$ cat config.mk
export PLATFORM = sky130hd
export DESIGN_NAME = branch_resolve_unit_flat
export DESIGN_NICKNAME = d
export VERILOG_FILES = /design/src/rtl/branch_resolve_unit_pkg.sv /design/src/rtl/branch_resolve_unit_if.sv /design/src/rtl/branch_resolve_unit_cond_eval.sv /design/src/rtl/branch_resolve_unit.sv /design/src/flat_wrapper.sv
export SDC_FILE = /design/constraint.sdc
export NUM_CORES = 1
export LEC_CHECK = 0
export CAP_MARGIN = 0
export CORE_MARGIN = 4
export CORE_UTILIZATION = 50
export CTS_BUF_LIST = sky130_fd_sc_hd__clkbuf_8
export DETAILED_ROUTE_END_ITERATION = 10
export DONT_BUFFER_PORTS = 1
export HOLD_SLACK_MARGIN = 0.03
export PLACE_DENSITY = 0.69
export SYNTH_ARGS = -nofsm -noshare
export SYNTH_HDL_FRONTEND = slang
export SYNTH_SLANG_ARGS = --single-unit
$ cat constraint.sdc
create_clock -name clk -period 3.5 [get_ports clk]
set_clock_uncertainty 0.1 [all_clocks]
set_input_delay 0.175 -clock clk [delete_from_list [all_inputs] [get_ports clk]]
set_output_delay 0.175 -clock clk [all_outputs]
set_load 0.01 [all_outputs]
$ cat src/rtl/branch_resolve_unit_pkg.sv
// Shared definitions for the branch resolve unit.
//   br_mode_t    : compare-mode encodings presented on in_mode
//   out_state_t  : EMPTY/FULL occupancy of the result register
//   CNT_INIT     : reset value of every 2-bit predictor counter (weakly not-taken)
//   cnt_update() : saturating 2-bit counter step toward the resolved direction
package branch_resolve_unit_pkg;

    typedef enum logic [2:0] {
        BR_BEQ    = 3'd0,
        BR_BNE    = 3'd1,
        BR_BLEZ   = 3'd2,
        BR_BGTZ   = 3'd3,
        BR_BLTZ   = 3'd4,
        BR_BGEZ   = 3'd5,
        BR_ALWAYS = 3'd6,
        BR_NEVER  = 3'd7
    } br_mode_t;

    typedef enum logic {
        ST_EMPTY = 1'b0,
        ST_FULL  = 1'b1
    } out_state_t;

    localparam logic [1:0] CNT_INIT = 2'b01;

    function automatic logic [1:0] cnt_update(input logic [1:0] cnt, input logic taken);
        logic [1:0] res;
        res = cnt;
        if (taken) begin
            if (cnt != 2'b11) res = cnt + 2'd1;
        end else begin
            if (cnt != 2'b00) res = cnt - 2'd1;
        end
        return res;
    endfunction

endpackage

$ cat src/rtl/branch_resolve_unit_if.sv
// Request/result bus of the branch resolve unit.
//   in_*   : branch presented for resolution (valid/ready handshake)
//   out_*  : registered resolution result (valid/ready handshake)
// master : the pipeline side that issues branches and consumes results
// slave  : the resolve unit itself
interface branch_resolve_unit_if #(
    parameter int WIDTH = 32,
    parameter int PC_W  = 32
);
    import branch_resolve_unit_pkg::*;

    logic             in_valid;
    logic             in_ready;
    br_mode_t         in_mode;
    logic [WIDTH-1:0] in_rs;
    logic [WIDTH-1:0] in_rt;
    logic [PC_W-1:0]  in_pc;
    logic             in_pred_taken;

    logic             out_valid;
    logic             out_ready;
    logic             out_taken;
    logic             out_mispredict;
    logic [PC_W-1:0]  out_pc;

    modport master (
        output in_valid, in_mode, in_rs, in_rt, in_pc, in_pred_taken, out_ready,
        input  in_ready, out_valid, out_taken, out_mispredict, out_pc
    );

    modport slave (
        input  in_valid, in_mode, in_rs, in_rt, in_pc, in_pred_taken, out_ready,
        output in_ready, out_valid, out_taken, out_mispredict, out_pc
    );

endinterface

$ cat src/rtl/branch_resolve_unit_cond_eval.sv
// branch_cond_eval: purely combinational branch condition evaluation.
//   mode  : compare mode (br_mode_t)
//   rs    : first operand, signed for the zero-compare modes
//   rt    : second operand, used by BEQ/BNE only
//   taken : resolved direction
module branch_cond_eval
    import branch_resolve_unit_pkg::*;
#(
    parameter int WIDTH = 32
) (
    input  br_mode_t         mode,
    input  logic [WIDTH-1:0] rs,
    input  logic [WIDTH-1:0] rt,
    output logic             taken
);

    logic rs_neg;
    logic rs_zero;

    // Zero compares only need the sign bit and a zero detect.
    assign rs_neg  = rs[WIDTH-1];
    assign rs_zero = (rs == '0);

    always_comb begin
        taken = 1'b0;
        case (mode)
            BR_BEQ:    taken = (rs == rt);
            BR_BNE:    taken = (rs != rt);
            BR_BLEZ:   taken = rs_neg | rs_zero;
            BR_BGTZ:   taken = !rs_neg & !rs_zero;
            BR_BLTZ:   taken = rs_neg;
            BR_BGEZ:   taken = !rs_neg;
            BR_ALWAYS: taken = 1'b1;
            BR_NEVER:  taken = 1'b0;
            default:   taken = 1'b0;
        endcase
    end

endmodule

$ cat src/rtl/branch_resolve_unit.sv
// branch_resolve_unit: branch resolver with a 2-bit bimodal predictor.
//   clk, reset_n      : clock, asynchronous active-low reset
//   fetch_pc          : PC looked up in the predictor
//   fetch_pred_taken  : MSB of the addressed counter (combinational)
//   flush             : drop the held result and block acceptance this cycle
//   stat_resolved     : consumed results, saturating
//   stat_mispredict   : consumed mispredicted results, saturating
//   br                : request/result bus (slave side)
module branch_resolve_unit
    import branch_resolve_unit_pkg::*;
#(
    parameter int WIDTH  = 32,
    parameter int PC_W   = 32,
    parameter int IDX_W  = 4,
    parameter int STAT_W = 16
) (
    input  logic                  clk,
    input  logic                  reset_n,
    input  logic [PC_W-1:0]       fetch_pc,
    output logic                  fetch_pred_taken,
    input  logic                  flush,
    output logic [STAT_W-1:0]     stat_resolved,
    output logic [STAT_W-1:0]     stat_mispredict,
    branch_resolve_unit_if.slave  br
);

    localparam int DEPTH = 2 ** IDX_W;

    out_state_t       state_reg;
    out_state_t       state_next;
    logic             taken_reg;
    logic             mispredict_reg;
    logic [PC_W-1:0]  pc_reg;
    logic [1:0]       cnt_reg [DEPTH];
    logic [STAT_W-1:0] stat_resolved_reg;
    logic [STAT_W-1:0] stat_mispredict_reg;

    logic             cond_taken;
    logic             out_valid;
    logic             in_ready;
    logic             accept;
    logic             consume;
    logic [IDX_W-1:0] lookup_idx;
    logic [IDX_W-1:0] train_idx;
    logic             unused_fetch_bits;

    branch_cond_eval #(.WIDTH(WIDTH)) u_cond (
        .mode  (br.in_mode),
        .rs    (br.in_rs),
        .rt    (br.in_rt),
        .taken (cond_taken)
    );

    // flush blocks both the accept and the consume of this cycle.
    assign accept  = br.in_valid & in_ready & !flush;
    assign consume = out_valid & br.out_ready & !flush;

    assign lookup_idx = fetch_pc[IDX_W+1:2];
    assign train_idx  = pc_reg[IDX_W+1:2];
    assign unused_fetch_bits = ^{fetch_pc[PC_W-1:IDX_W+2], fetch_pc[1:0]};

    // Occupancy state register.
    always_ff @(posedge clk or negedge reset_n) begin
        if (!reset_n) state_reg <= ST_EMPTY;
        else          state_reg <= state_next;
    end

    // Next-state logic: flush wins, then accept (covers consume+accept), then consume.
    always_comb begin
        state_next = state_reg;
        if (flush)        state_next = ST_EMPTY;
        else if (accept)  state_next = ST_FULL;
        else if (consume) state_next = ST_EMPTY;
    end

    // Output logic.
    always_comb begin
        out_valid = (state_reg == ST_FULL);
        in_ready  = !out_valid | br.out_ready;
    end

    // Result payload only changes on accept, so a held result stays stable.
    always_ff @(posedge clk or negedge reset_n) begin
        if (!reset_n) begin
            taken_reg      <= 1'b0;
            mispredict_reg <= 1'b0;
            pc_reg         <= '0;
        end else if (accept) begin
            taken_reg      <= cond_taken;
            mispredict_reg <= cond_taken ^ br.in_pred_taken;
            pc_reg         <= br.in_pc;
        end
    end

    // Predictor table trains from the result being consumed.
    always_ff @(posedge clk or negedge reset_n) begin
        if (!reset_n) begin
            for (int i = 0; i < DEPTH; i++) cnt_reg[i] <= CNT_INIT;
        end else if (consume) begin
            cnt_reg[train_idx] <= cnt_update(cnt_reg[train_idx], taken_reg);
        end
    end

    always_ff @(posedge clk or negedge reset_n) begin
        if (!reset_n) begin
            stat_resolved_reg   <= '0;
            stat_mispredict_reg <= '0;
        end else if (consume) begin
            if (stat_resolved_reg != '1)
                stat_resolved_reg <= stat_resolved_reg + STAT_W'(1);
            if (mispredict_reg && (stat_mispredict_reg != '1))
                stat_mispredict_reg <= stat_mispredict_reg + STAT_W'(1);
        end
    end

    // Lookup reads the registered table, so a same-cycle train is seen next cycle.
    assign fetch_pred_taken  = cnt_reg[lookup_idx][1];

    assign br.in_ready       = in_ready;
    assign br.out_valid      = out_valid;
    assign br.out_taken      = taken_reg;
    assign br.out_mispredict = mispredict_reg;
    assign br.out_pc         = pc_reg;
    assign stat_resolved     = stat_resolved_reg;
    assign stat_mispredict   = stat_mispredict_reg;

endmodule

$ cat src/flat_wrapper.sv
// flat-port wrapper written by rule: the top's interface ports become plain ports
module branch_resolve_unit_flat import branch_resolve_unit_pkg::*;
#(
    parameter int WIDTH  = 32,
    parameter int PC_W   = 32,
    parameter int IDX_W  = 4,
    parameter int STAT_W = 16
)
  (clk, reset_n, fetch_pc, fetch_pred_taken, flush, stat_resolved, stat_mispredict, br_in_valid, br_in_mode, br_in_rs, br_in_rt, br_in_pc, br_in_pred_taken, br_out_ready, br_in_ready, br_out_valid, br_out_taken, br_out_mispredict, br_out_pc);
  branch_resolve_unit_if #(.WIDTH(WIDTH), .PC_W(PC_W)) br_i ();
  input  logic clk;
  input  logic reset_n;
  input  logic [PC_W-1:0] fetch_pc;
  output logic fetch_pred_taken;
  input  logic flush;
  output logic [STAT_W-1:0] stat_resolved;
  output logic [STAT_W-1:0] stat_mispredict;
  input wire logic [$bits(br_i.in_valid)-1:0] br_in_valid;
  input wire logic [$bits(br_i.in_mode)-1:0] br_in_mode;
  input wire logic [$bits(br_i.in_rs)-1:0] br_in_rs;
  input wire logic [$bits(br_i.in_rt)-1:0] br_in_rt;
  input wire logic [$bits(br_i.in_pc)-1:0] br_in_pc;
  input wire logic [$bits(br_i.in_pred_taken)-1:0] br_in_pred_taken;
  input wire logic [$bits(br_i.out_ready)-1:0] br_out_ready;
  output wire logic [$bits(br_i.in_ready)-1:0] br_in_ready;
  output wire logic [$bits(br_i.out_valid)-1:0] br_out_valid;
  output wire logic [$bits(br_i.out_taken)-1:0] br_out_taken;
  output wire logic [$bits(br_i.out_mispredict)-1:0] br_out_mispredict;
  output wire logic [$bits(br_i.out_pc)-1:0] br_out_pc;
  assign br_i.in_valid = br_in_valid;
  assign br_i.in_mode = br_in_mode;
  assign br_i.in_rs = br_in_rs;
  assign br_i.in_rt = br_in_rt;
  assign br_i.in_pc = br_in_pc;
  assign br_i.in_pred_taken = br_in_pred_taken;
  assign br_i.out_ready = br_out_ready;
  assign br_in_ready = br_i.in_ready;
  assign br_out_valid = br_i.out_valid;
  assign br_out_taken = br_i.out_taken;
  assign br_out_mispredict = br_i.out_mispredict;
  assign br_out_pc = br_i.out_pc;
  branch_resolve_unit #(.WIDTH(WIDTH), .PC_W(PC_W), .IDX_W(IDX_W), .STAT_W(STAT_W)) u_core (.clk(clk), .reset_n(reset_n), .fetch_pc(fetch_pc), .fetch_pred_taken(fetch_pred_taken), .flush(flush), .stat_resolved(stat_resolved), .stat_mispredict(stat_mispredict), .br(br_i));
endmodule
Word level (Yosys, flattened, before mapping)
Cells that the tools add are included.
Widths: inputs -> output; s select.
Cells by class
  reduce and logical (&&, ||, !) cells: 12
  $mul: 0
  $add $sub $neg: 4
  shift-type cells: 0
  bitwise gates (word level): 10
  div/mod/pow operators: 0
  muxes and demuxes: 17
  eq/ne operators: 12
  order comparisons: 3
Operators by type and width (count)
  $add 16x1->16 const B: 2
  $bwmux 32: 1
  $eq 32x32->1: 1
  $logic_not 32->1: 1
  $ne 16x16->1 const B: 2
  $ne 32x32->1: 1
  $mux 2: 9
  $bmux 2 s4: 2
  $eq 3x3->1 const B: 4
  $ge 5x5->1 const B: 2
  $not 4->5: 2
  $demux 2 s4: 1
  $pmux 1 s8: 1
  $eq 3x2->1 const B: 2
  $and 1x1->1: 5
  $lt 5x1->1 const B: 1
  $logic_not 1->1: 4
  $reduce_and 2->1: 2
  $eq 3x1->1 const B: 1
  $logic_not 3->1: 1
  $mux 1: 3
  $reduce_bool 3->1: 1
  $add 2x1->2 const B: 1
  $logic_and 1x1->1: 2
  5 further kinds: 6
Storage, ports and cells
  output and inout port bits: 69
  bits of input ports: 137
  memories: 0
  bits in writable memories: 0
  word-level logic and storage cells: 80
  register bits: 99
  bits in latches: 0
  ROM bits: 0

Depth between registers and ports, before layout
Gate-level depths: netlist of run 1.
  word-level depth: 9
  mapped depth: 8
  mapped depth without buffers: 7

Hierarchy
From an unflattened synthesis of run 1, not the netlist that was laid out.
Unflattened totals
  cell total of the unflattened synthesis: 415
  area total of the unflattened synthesis: 5158.7 um^2
Modules (own cells, without submodules)
  branch_resolve_unit: cells each 350, times used 1, area each 4649.5 um^2
  branch_cond_eval: cells each 65, times used 1, area each 509.2 um^2

Least setup slack after synthesis of run 1
OpenSTA, ideal clock, no wires.
  path kind: reg2reg
  start point: register u_core.pc_reg[2] (netlist: u_core.br.out_pc[2])
  end point: register u_core.cnt_reg[0] in the netlist's numbering
  period minus slack after synthesis: 2.250 ns
  data required time: 3.318 ns
  arrival: 2.068 ns
  path slack: 1.250 ns
  cell stages (with the launch flop): 8
  buffers on the path: 2
  path through: dfrtp_1 > buf_6 > mux4_2 > a22oi_2 > nand3_2 > maj3_2 > buf_6 > mux2_2
On the way
  word-level cells in the longest chain between the ends: 9
  elaborated cells on any way between the ends: 18
  those cells by class: 2 x add/sub; 2 x order compare; 1 x eq/ne; 10 x mux; 1 x bitwise; 2 x reduce/logical
Ends and longest elaborated chain
  from (decl): RTL line branch_resolve_unit.sv:33  | logic [PC_W-1:0] pc_reg;
  from (signal assigned): RTL line branch_resolve_unit.sv:91  | pc_reg <= br.in_pc;
  $not 4->5 (implied by the code) (*): RTL line branch_resolve_unit.sv:100  | cnt_reg[train_idx] <= cnt_update(cnt_reg[train_idx], taken_reg);
  $bmux 2 s4: RTL line branch_resolve_unit.sv:100
  $mux 2 (implied by the code) (2 in a row): RTL line branch_resolve_unit.sv:100
  $sub 2x1->2, or another cell as far along: RTL line branch_resolve_unit_pkg.sv:32  | if (cnt != 2'b00) res = cnt - 2'd1;
  $mux 2 (on tied branches): RTL line branch_resolve_unit_pkg.sv:32, branch_resolve_unit_pkg.sv:30
  $mux 2: RTL line branch_resolve_unit_pkg.sv:29  | if (taken) begin
  $mux 2: RTL line branch_resolve_unit.sv:99  | end else if (consume) begin
  $bwmux 32 (*): RTL line branch_resolve_unit.sv:100
  to (signal, indexed assignment): RTL line branch_resolve_unit.sv:100
  to (decl): RTL line branch_resolve_unit.sv:34  | logic [1:0] cnt_reg [DEPTH];
Mark *: on every way between the ends. The rest lies on a longest branch, timed or not. The select of a mux whose other input is x is not followed.
A chain may end at the register's enable or synchronous reset.

Worst setup path after layout of run 1
  start point: register u_core.state_reg (netlist: u_core.br.out_valid)
  end point: register u_core.mispredict_reg (netlist: u_core.br.out_mispredict)
On the way
  word-level cells in the longest chain between the ends: 4
Ends and longest elaborated chain
  from (decl): RTL line branch_resolve_unit.sv:29  | out_state_t state_reg;
  from (signal assigned): RTL line branch_resolve_unit.sv:65  | else state_reg <= state_next;
  $logic_not 1->1: RTL line branch_resolve_unit.sv:79  | in_ready = !out_valid | br.out_ready;
  $or 1x1->1: RTL line branch_resolve_unit.sv:79
  $and 1x1->1 (2 in a row): RTL line branch_resolve_unit.sv:55  | assign accept = br.in_valid & in_ready & !flush;
  to (signal assigned): RTL line branch_resolve_unit.sv:90  | mispredict_reg <= cond_taken ^ br.in_pred_taken;
  to (decl): RTL line branch_resolve_unit.sv:32  | logic mispredict_reg;
Every way passes these cells.

==> impl_metrics.py, run 1 <==
metrics = {
    "pwr": {
        "leakage_uw": 0.00251,
        "vdd.ir_drop.worst_mv": 0.212,
        "p_per_area_mw_per_mm2": 468,
        "total_power_uw": 2670,
    },
    "global_routing": {
        "grt.overflow.total": 0,
        "grt_pass1_vias": 3819,
        "grt_usage_pct": 20.9,
        "antenna_found_initial": 0,
        "grt_start_max_net_pins": 100,
        "grt_pass1_wl_mm": 19.1,
    },
    "run_status": {
        "status": "completed",
    },
    "worst_setup_path": {
        "critPathMaxFanout": 37,
        "cp.arrival_ps": 3170,
        "crit_path_start_kind": "flop",
        "cp-end-kind": "flop",
        "required_ps": 3640,
        "crit_type": "flop to flop",
    },
    "sta": {
        "tns_ps": 0,
        "worstMarginPinSlew_ps": 938,
        "hold_viol": 0,
        "fmax_mhz": 330,
        "setup_viol": 0,
        "fin_ws_ps": 473,
        "rsz0062_at_grt": "false",
        "period_share_pct": 86.5,
        "fin_crit_ps": 3030,
        "drv_slew": 0,
        "slew_headroom_pct": 37.4,
    },
    "route": {
        "wl_met3_um": 607,
        "wl_met1_mm": 4.60,
        "wl_per_cell_um": 18.2,
        "routed_wl_mm": 12.0,
        "firstDrtPassIters": 4,
        "dr_total_vias": 3650,
        "highest_layer": "met4",
        "wl_met2_mm": 6.56,
        "via_per_inst": 5.56,
        "ant_nets": 0,
        "route.detailed.drc": 0,
        "drtIter0Drc": 173,
    },
    "logic_synthesis": {
        "yosys_most_used_dff": "dfrtp_1",
        "avgSynthCellArea_um2": 10.4,
        "yosysSeqAreaShare_pct": 50.1,
        "async_flop_share_pct": 100,
        "synth.area.top_cells": "dfrtp_1 (42%), nand2_1 (9.9%), xnor2_1 (9.3%)",
        "synthTopCellsByCount": "nand2_1 (131), dfrtp_1 (83), xnor2_1 (53)",
        "ys_types": 43,
        "synth_area_mm2": 0.00499,
        "yosysMostFrequentCell": "nand2_1",
        "synth_fp_nets": 620,
        "synth_top_area_share_pct": 41.6,
        "ys_warn_count": 0,
        "netlist_instances": 481,
        "yosys.area.top_type": "dfrtp_1",
        "synth-seq-cells": 99,
        "synth_edf_count": 0,
    },
    "floorplan": {
        "io_pins": 206,
        "core_mm2": 0.00973,
        "dieHeight_um": 108,
        "initial_core_util_pct": 51.3,
        "row_count": 36,
        "dieWidth_um": 108,
        "die_area_mm2": 0.0116,
    },
    "layout": {
        "final_util_pct": 58.6,
        "nets": 658,
        "drive_gt1_share_pct": 14.3,
        "multi_input_area_mm2": 0.00239,
        "final-seq-area_mm2": 0.00250,
        "n_fill_cell": 846,
        "syn2layout_area_growth_pct": 14.3,
        "antennaDiodeCount": 0,
    },
    "clocking": {
        "numCtsBuffers": 9,
        "htreeDepth": 3,
        "clk_pin_slew_worst_paths_ps": 80,
        "clk_path_buf_depth": 2,
        "cts_root_buf": "clkbuf_8",
        "worstSkewPairLatency_ps": 360,
        "cts_tree": "done",
        "cts.sinks": 99,
    },
    "min_path": {
        "hold_path_class": "input pin to flop",
    },
    "placed_design": {
        "routabilityCongestion": 0.817,
        "dp_hpwl_mm": 8.63,
        "portBuffers": 0,
        "pre_cts_ws_ps": 628,
    },
    "flow_run": {
        "cap_violations": 0,
    },
}
## cells by family after synthesis
kind of cell	after synthesis	synth area share, %
flops	99	50.1
simple gates	233	21.8
buf+inv	22	2.01
compound gates	26	3.46
xor+xnor	63	11.1
mux	35	10.8
fa+ha+maj	3	0.727
## routing by layer
layer  global-route usage [%]  vias to the layer above
met1                     24.7                     1778
met3                     4.02                       16
li1                         -                     1730
met2                     37.6                      126
met5                        0                        -
met4                     7.30                        0
## critical path, cell delays in order, from the launching register on
cell	delay [ps]
dfrtp_1	450
nor2b_1	280
nor3b_2	70
buf_4	250
and3_1	220
o21a_1	180
a41oi_1	160
dlygate4sd3_1	580
nand3_1	70
dlygate4sd3_1	550
## stage by stage
stage	hold slack [ps]	cells	instance area (um2)
3_5_place_dp	-217	601	5100
4_1_cts	30.2	656	5690
3_3_place_gp	-217	601	5100
2_1_floorplan	-221	481	4990
6_report	39.7	657	5700
5_1_grt	65.0	657	5700
## where the power goes
part,switching (uW),total (uW),internal [uW]
Clock,387,711,323
Combinational,202,430,228
Sequential,212,1530,1310
Total,802,2670,1860
## cell usage in the layout, fill, tap and decap left out, drive strengths merged, types with 9 or more instances in the layout
cell         instances
dfrtp               83
nor2                17
inv                  9
o21ai               13
xnor2               53
nand2              131
mux2                22
nor4                 9
nand4               18
and3                 9
mux4                13
clkbuf               9
xor2                10
dfstp               16
nand3               15
dlygate4sd3         38
## path summary, 6_finish.rpt
path,from,cells past startpoint,endpoint,slack (ps)
max,u_core.br.out_valid$_DFFE_PN0P_,9,u_core.br.out_mispredict$_DFFE_PN0P_,470
min,br_in_rs[31],3,u_core.br.out_taken$_DFFE_PN0P_,40
max reg2reg,u_core.br.out_valid$_DFFE_PN0P_,9,u_core.br.out_mispredict$_DFFE_PN0P_,470
min reg2reg,u_core.cnt_reg[15]$_DFFE_PN0P_,2,u_core.cnt_reg[15]$_DFFE_PN0P_,410
max in group asynchronous,reset_n,2,u_core.cnt_reg[24]$_DFFE_PN1P_,2580
min in group asynchronous,reset_n,2,u_core.cnt_reg[19]$_DFFE_PN0P_,340
## area by class of cell
| cell class | instances | area share [%] |
|---|---|---|
| clock buffer | 9 | 2.17 |
| clock inverter | 7 | 1.10 |
| inverter | 7 | 0.461 |
| multi-input combinational | 360 | 42.0 |
| sequential | 99 | 43.8 |
| tap | 133 | 2.92 |
| timing repair buffer | 42 | 7.55 |
## repair_timing
item | in CTS | in global routing
resized for setup | 0 | 0
hold buffers | 39 | 0
hold endpoints to repair | 134 | 0
setup endpoints to repair | 0 | 1
setup buffers | 0 | 1
Power figures use the tool's default switching activity.
==> run 2: changes to the inputs <==
--- a/config.mk
+++ b/config.mk
@@ -5,6 +5,7 @@
 export SDC_FILE = /design/constraint.sdc
 export NUM_CORES = 1
 export LEC_CHECK = 0
+export ABC_AREA = 1
 export CAP_MARGIN = 0
 export CORE_MARGIN = 4
 export CORE_UTILIZATION = 50
@@ -15,4 +16,5 @@
 export PLACE_DENSITY = 0.69
 export SYNTH_ARGS = -nofsm -noshare
 export SYNTH_HDL_FRONTEND = slang
+export SYNTH_HIERARCHICAL = 1
 export SYNTH_SLANG_ARGS = --single-unit
==> run 2 against run 1 <==
  * Highest routed layer unchanged
  * Synthesized area is 16% higher
  * Clock power is 8.2% higher
  * Final area is 14% higher
  * Non-clock buffer count is 4 lower
  * Critical path type unchanged
  * Wire length is 25% higher
  * Final cell count is 55% higher
  * Sequential cell count stayed put
  * Fmax is 26% higher
  * Power is 8.6% higher
==> impl_metrics.py, run 2 <==
metrics = {
    "clocking": {
        "worstSkewPairLatency_ps": 390,
        "cts.sinks": 99,
        "cts_tree": "done",
        "htreeDepth": 3,
        "clk_path_buf_depth": 2,
        "cts_root_buf": "clkbuf_8",
        "cts_resized": 0,
        "clk_pin_slew_worst_paths_ps": 110,
        "post_cts_buffers": 0,
        "numCtsBuffers": 9,
    },
    "global_routing": {
        "grt.overflow.total": 0,
        "grt_usage_pct": 23.3,
        "antenna_found_initial": 0,
        "grt_pass1_vias": 5331,
        "grt_start_max_net_pins": 100,
        "grt_pass1_wl_mm": 24.8,
    },
    "route": {
        "via_per_inst": 5.17,
        "routed_wl_mm": 15.0,
        "ant_nets": 0,
        "wl_per_cell_um": 14.7,
        "dr_total_vias": 5272,
        "firstDrtPassIters": 5,
        "route.detailed.drc": 0,
        "drtIter0Drc": 297,
    },
    "logic_synthesis": {
        "ys_warn_count": 6,
        "synth_edf_count": 0,
        "netlist_instances": 838,
        "synth_fp_nets": 977,
        "synth_top_area_share_pct": 35.9,
        "synth_area_mm2": 0.00579,
        "async_flop_share_pct": 100,
        "synth-seq-cells": 99,
        "avgSynthCellArea_um2": 6.90,
        "yosys_most_used_dff": "dfrtp_1",
        "yosysSeqAreaShare_pct": 43.2,
        "ys_types": 30,
        "synth.area.top_cells": "dfrtp_1 (36%), nand2_1 (25%), dfstp_2 (7.3%)",
        "yosysMostFrequentCell": "nand2_1",
        "yosys.area.top_type": "dfrtp_1",
        "synthTopCellsByCount": "nand2_1 (383), inv_1 (87), dfrtp_1 (83), nor2_1 (83), nand3_1 (34)",
    },
    "pwr": {
        "power.switching_uw": 1070,
        "pwr-share-clk_pct": 26.6,
        "p_per_area_mw_per_mm2": 446,
        "vdd.ir_drop.worst_mv": 0.439,
        "pwr-share-comb_pct": 19.4,
        "power_frac_seq_pct": 54.0,
        "swShare_pct": 37.0,
        "internal-power_uw": 1820,
        "leakage_uw": 0.00322,
    },
    "placed_design": {
        "portBuffers": 0,
        "pre_cts_ws_ps": 1120,
        "dpl.cell_count": 967,
        "routabilityCongestion": 0.911,
        "dp_hpwl_mm": 10.9,
    },
    "sta": {
        "drv_slew": 0,
        "worstMarginPinSlew_ps": 653,
        "period_share_pct": 68.9,
        "rsz0062_at_grt": "false",
        "fin_ws_ps": 1090,
        "fin_crit_ps": 2410,
        "setup_viol": 0,
        "slew_headroom_pct": 56.5,
        "fmax_mhz": 415,
        "hold_ws_ps": 84.0,
        "tns_ps": 0,
        "hold_viol": 0,
    },
    "layout": {
        "nets": 1011,
        "final_common_cell": "nand2_1",
        "syn2layout_area_growth_pct": 12.1,
        "fin_cells": 1020,
        "antennaDiodeCount": 0,
        "final_cell_mix": "nand2_1 (383), inv_1 (87), nor2_1 (83), dfrtp_1 (83), dlygate4sd3_1 (36)",
        "n_fill_cell": 1035,
        "drive_gt1_share_pct": 6.73,
    },
    "worst_setup_path": {
        "r2r_setup_slack_ps": 1090,
        "crit_path_start_kind": "flop",
        "cp_common_cell": "nand2_1",
        "slowest_stage": "dfrtp_1",
        "crit_type": "flop to flop",
        "cp-end-kind": "flop",
        "regToRegStartpoint": "u_core/br.out_pc[2]$_DFFE_PN0P_",
        "cp.arrival_ps": 2600,
        "r2r_cells": 11,
        "startpoint": "u_core/br.out_pc[2]$_DFFE_PN0P_",
        "path_buf_inv": 1,
        "crit_path_end": "u_core/cnt_reg[5]$_DFFE_PN0P_",
        "r2r_end": "u_core/cnt_reg[5]$_DFFE_PN0P_",
        "required_ps": 3690,
        "cp_slowest_stage_delay_ps": 770,
        "critPathMaxFanout": 16,
        "path_cells": "inv_2 -> nand2_1 -> nand2_1 -> nand2_1 -> nand2_1 -> nand2_1 -> nand2_2 -> o21ai_4 -> nand2_2 -> nand3_1 -> nand2_1",
        "cp.depth": 11,
        "crit_family": "simple AND/OR/NAND/NOR gates",
    },
    "run_status": {
        "status": "completed",
    },
    "floorplan": {
        "io_pins": 206,
        "row_count": 39,
        "dieHeight_um": 116,
        "core_mm2": 0.0114,
        "die_area_mm2": 0.0134,
        "initial_core_util_pct": 50.9,
        "dieWidth_um": 116,
    },
    "min_path": {
        "hold_path_class": "input pin to flop",
    },
    "flow_run": {
        "cap_violations": 0,
    },
}
run 2: changes by cell type in the layout (fill, tap and decap cells not counted), sizes merged, moves of 13 or more:
| cell | change |
|---|---|
| nor2 | +72 |
| nand3 | +19 |
| nand4 | -14 |
| mux4 | -13 |
| nand2 | +259 |
| xnor2 | -26 |
| mux2 | -22 |
| inv | +91 |
| o21ai | +17 |
run 2: cell type report:
| cell class | count | area (um2) | area share, % |
|---|---|---|---|
| clock buffer | 9 | 124 | 1.91 |
| clock inverter | 7 | 86.3 | 1.33 |
| inverter | 95 | 357 | 5.50 |
| multi-input combinational | 629 | 2850 | 43.9 |
| sequential | 99 | 2500 | 38.5 |
| tap | 143 | 179 | 2.76 |
| timing repair buffer | 38 | 395 | 6.09 |
run 2: how the worst min path moves through the flow:
stage | startpoint | to | slack (ps) | cells after the start
5_1_grt | br_out_ready | u_core/stat_resolved[0]$_DFFE_PN0P_ | 100 | 4
2_1_floorplan | reset_n | u_core/br.out_mispredict$_DFFE_PN0P_ | -220 | 0
6_report | br_out_ready | u_core/stat_resolved[0]$_DFFE_PN0P_ | 80 | 4
3_3_place_gp | reset_n | u_core/stat_resolved[3]$_DFFE_PN0P_ | -220 | 0
3_5_place_dp | reset_n | u_core/stat_resolved[2]$_DFFE_PN0P_ | -220 | 0
4_1_cts | br_out_ready | u_core/stat_resolved[0]$_DFFE_PN0P_ | 60 | 4
run 2: cells by family (layout without fill, tap and decap cells):
group,after synthesis,after routing,synth area share [%]
muxes,4,4,0.692
AOI/OAI and AO/OA,42,42,4.04
and+or+nand+nor,535,535,37.0
xor gates and xnor gates,46,46,6.96
buffers and inverters,110,149,7.68
adders and majority gates,2,2,0.432
DFF,99,99,43.2
run 2: power groups by stage:
stage	Clock (uW)	Combinational [uW]	Sequential [uW]
floorplan	0	427	1520
global placement	0	474	1580
detailed placement	0	497	1580
CTS	792	556	1570
global route	839	643	1590
finish	769	563	1560
run 2: routing by layer:
layer / part of all wire, % / global-route usage, % / up-vias
li1: - / - / 2611
met1: 41 / 27.4 / 2421
met2: 47 / 39.0 / 209
met3: 10 / 8.72 / 31
met4: 2.2 / 8.84 / 0
met5: 0 / 0 / -
run 2: through the flow:
step                      power, uW  instance area, um2  utilization (%)
after detailed placement       2080                5890             51.8
after global placement         2060                5890             51.8
after global routing           3080                6490             57.1
final                          2890                6490             57.1
after CTS                      2910                6490             57.1
after floorplan                1950                5790                -
run 2: worst register-to-register path, delay by kind of cell (launching register included):
family | cells | cell delay [ps]
and+or+nand+nor | 9 | 930
AOI/OAI and AO/OA | 1 | 210
DFF | 1 | 770
buffers and inverters | 1 | 280
run 2: repair_timing:
action | in CTS | in global routing
setup endpoints to repair | 0 | 0
endpoints found under the hold margin | 135 | 0
hold buffers | 37 | 0
==> run 3: changes to the inputs <==
--- a/config.mk
+++ b/config.mk
@@ -5,7 +5,7 @@
 export SDC_FILE = /design/constraint.sdc
 export NUM_CORES = 1
 export LEC_CHECK = 0
-export ABC_AREA = 1
+export ABC_AREA = 0
 export CAP_MARGIN = 0
 export CORE_MARGIN = 4
 export CORE_UTILIZATION = 50
@@ -13,7 +13,7 @@
 export DETAILED_ROUTE_END_ITERATION = 10
 export DONT_BUFFER_PORTS = 1
 export HOLD_SLACK_MARGIN = 0.03
-export PLACE_DENSITY = 0.69
+export PLACE_DENSITY = 0.72
 export SYNTH_ARGS = -nofsm -noshare
 export SYNTH_HDL_FRONTEND = slang
 export SYNTH_HIERARCHICAL = 1
==> constraint.sdc (replaced) <==
create_clock -name clk -period 2.1 [get_ports clk]
set_clock_uncertainty 0.1 [all_clocks]
set_input_delay 0.105 -clock clk [delete_from_list [all_inputs] [get_ports clk]]
set_output_delay 0.105 -clock clk [all_outputs]
set_load 0.01 [all_outputs]
==> run 3 against run 2 <==
  * The flow now finishes with violations (hold timing, setup timing)
  * Fmax up 6.4%
  * Sequential cell count unchanged
  * Largest cell class unchanged
  * Via count down 28%
  * Clock-buffer cell count unchanged
==> impl_metrics.py, run 3 <==
metrics = {
    "run_status": {
        "status": "finished, violations left",
        "violations": "hold timing, setup timing",
    },
    "logic_synthesis": {
        "synth_edf_count": 0,
        "synth.area.top_cells": "dfrtp_1 (40%), mux2_2 (16%), xnor2_1 (8.5%)",
        "yosys_most_used_dff": "dfrtp_1",
        "synth-seq-cells": 99,
        "ys_warn_count": 6,
        "yosysMostFrequentCell": "dfrtp_1",
        "netlist_instances": 415,
        "synth_fp_nets": 554,
        "synth_area_mm2": 0.00516,
        "yosys.area.top_type": "dfrtp_1",
        "ys_types": 47,
        "yosysSeqAreaShare_pct": 48.4,
        "avgSynthCellArea_um2": 12.4,
        "synthTopCellsByCount": "dfrtp_1 (83), mux2_2 (72), xnor2_1 (50)",
        "synth_top_area_share_pct": 40.3,
        "async_flop_share_pct": 100,
    },
    "global_routing": {
        "grt_start_max_net_pins": 100,
        "grt_pass1_vias": 3981,
        "grt_usage_pct": 23.1,
        "grt_pass1_wl_mm": 21.0,
        "grt.overflow.total": 0,
        "antenna_found_initial": 0,
    },
    "layout": {
        "nets": 623,
        "antennaDiodeCount": 0,
        "final_util_pct": 62.3,
        "syn2layout_area_growth_pct": 19.7,
        "drive_gt1_share_pct": 32.7,
        "final_common_cell": "dfrtp_1",
        "final_cell_mix": "dfrtp_1 (82), mux2_2 (58), xnor2_1 (50), dlygate4sd3_1 (36), buf_4 (28)",
    },
    "worst_setup_path": {
        "critPathMaxFanout": 8,
        "r2r_setup_slack_ps": -170,
        "crit_type": "flop to flop",
        "required_ps": 2270,
        "crit_path_start_kind": "flop",
        "cp-end-kind": "flop",
        "cp.arrival_ps": 2430,
    },
    "floorplan": {
        "dieWidth_um": 110,
        "io_pins": 206,
        "initial_core_util_pct": 52.1,
        "die_area_mm2": 0.0120,
        "dieHeight_um": 110,
        "core_mm2": 0.00991,
        "row_count": 36,
    },
    "sta": {
        "worstMarginPinSlew_ps": 689,
        "hold_ws_ps": -685,
        "slew_headroom_pct": 52.9,
        "fmax_mhz": 441,
        "hold_viol": 99,
        "drv_slew": 0,
        "setup_viol": 32,
        "rsz0062_at_grt": "true",
        "fin_ws_ps": -166,
        "period_share_pct": 108,
        "fin_crit_ps": 2270,
    },
    "route": {
        "route.detailed.drc": 0,
        "ant_nets": 0,
        "drtIter0Drc": 235,
        "dr_total_vias": 3790,
        "wl_per_cell_um": 22.1,
        "firstDrtPassIters": 4,
        "routed_wl_mm": 13.8,
        "via_per_inst": 6.09,
    },
    "placed_design": {
        "portBuffers": 0,
        "routabilityCongestion": 0.845,
        "dp_hpwl_mm": 10.1,
        "pre_cts_ws_ps": -144,
    },
    "clocking": {
        "worstSkewPairLatency_ps": 370,
        "clk_pin_slew_worst_paths_ps": 110,
        "numCtsBuffers": 9,
        "cts_root_buf": "clkbuf_8",
        "cts_tree": "done",
        "hold_buffers": 36,
        "clk_path_buf_depth": 2,
        "cts.sinks": 99,
        "htreeDepth": 3,
    },
    "flow_run": {
        "cap_violations": 0,
    },
    "pwr": {
        "vdd.ir_drop.worst_mv": 0.460,
        "leakage_uw": 0.00252,
        "p_per_area_mw_per_mm2": 758,
        "total_power_uw": 4680,
    },
    "min_path": {
        "hold_path_class": "input pin to asynchronous set/reset pin",
    },
}
[run 3: cell count changes after synthesis, moves of 12 or more]
cell / change
o21ai_0: -19
xor2_1: -12
mux4_2: +13
nand3_1: -16
nand2_1: -369
mux2_2: +72
nor2_1: -61
inv_1: -83
xnor2_1: +23
nand4_1: +22
[run 3: layout make-up]
class	instances	area, um2
inverters	4	15.0
flip-flops and latches	99	2500
multi-input cells	303	2660
repair buffers	67	636
clock inverters	7	81.3
fillers	769	3730
well taps	133	166
clock buffers	9	124
[run 3: final timing paths]
path / startpoint / endpoint / cells after the start
hold reg to reg: u_core/cnt_reg[3]$_DFFE_PN0P_ / u_core/cnt_reg[3]$_DFFE_PN0P_ / 1
setup reg to reg: u_core/br.out_pc[2]$_DFFE_PN0P_ / u_core/cnt_reg[23]$_DFFE_PN0P_ / 5
setup / recovery: u_core/br.out_pc[2]$_DFFE_PN0P_ / u_core/cnt_reg[23]$_DFFE_PN0P_ / 5
hold / removal: reset_n / u_core/stat_resolved[10]$_DFFE_PN0P_ / 0
max in group asynchronous: reset_n / u_core/cnt_reg[18]$_DFFE_PN1P_ / 0
min in group clk: br_in_mode[2] / u_core/br.out_taken$_DFFE_PN0P_ / 4
[run 3: worst max-delay path, stage by stage (launching register included)]
cell and delay (ps):
dfrtp_2 440, clkbuf_16 170, mux4_2 510, mux2_2 280
maj3_2 370, mux2_2 280
[run 3: cells by family after synthesis]
family / share of synthesized area, %
AOI/OAI and AO/OA: 3.30
xor gates and xnor gates: 9.68
adders and majority gates: 1.36
buffers and inverters: 1.24
DFF: 48.4
muxes: 21.8
and+or+nand+nor: 14.2
[run 3: per-stage QoR]
| stage | instance area [um2] | cells | TNS [ps] |
|---|---|---|---|
| global route | 6180 | 622 | -6420 |
| detailed placement | 5520 | 566 | -3290 |
| global placement | 5520 | 566 | -1850 |
| floorplan | 5170 | 415 | -1690 |
| finish | 6180 | 622 | -3930 |
| CTS | 6100 | 619 | -3710 |
[run 3: layer usage]
metal	up-vias	wire [um]	track usage (%)
met2	177	7320	41.0
met5	-	0	0
li1	1684	-	-
met4	0	400	8.73
met3	23	1020	6.17
met1	1906	5010	26.6
[run 3: report_power, final]
part	total [uW]	switching (uW)	leakage, uW	internal (uW)
registers	2530	338	0.00123	2190
clock network	1250	771	0.000103	476
logic	906	364	0.00118	543
[run 3: repair_timing]
action                                  4_1_cts  5_1_grt
pin swaps                                     1        2
resized for setup                             2       11
gates cloned                                  0        1
endpoints found under the hold margin       137       99
endpoints found under the setup margin       32       32
setup buffers                                 1        2
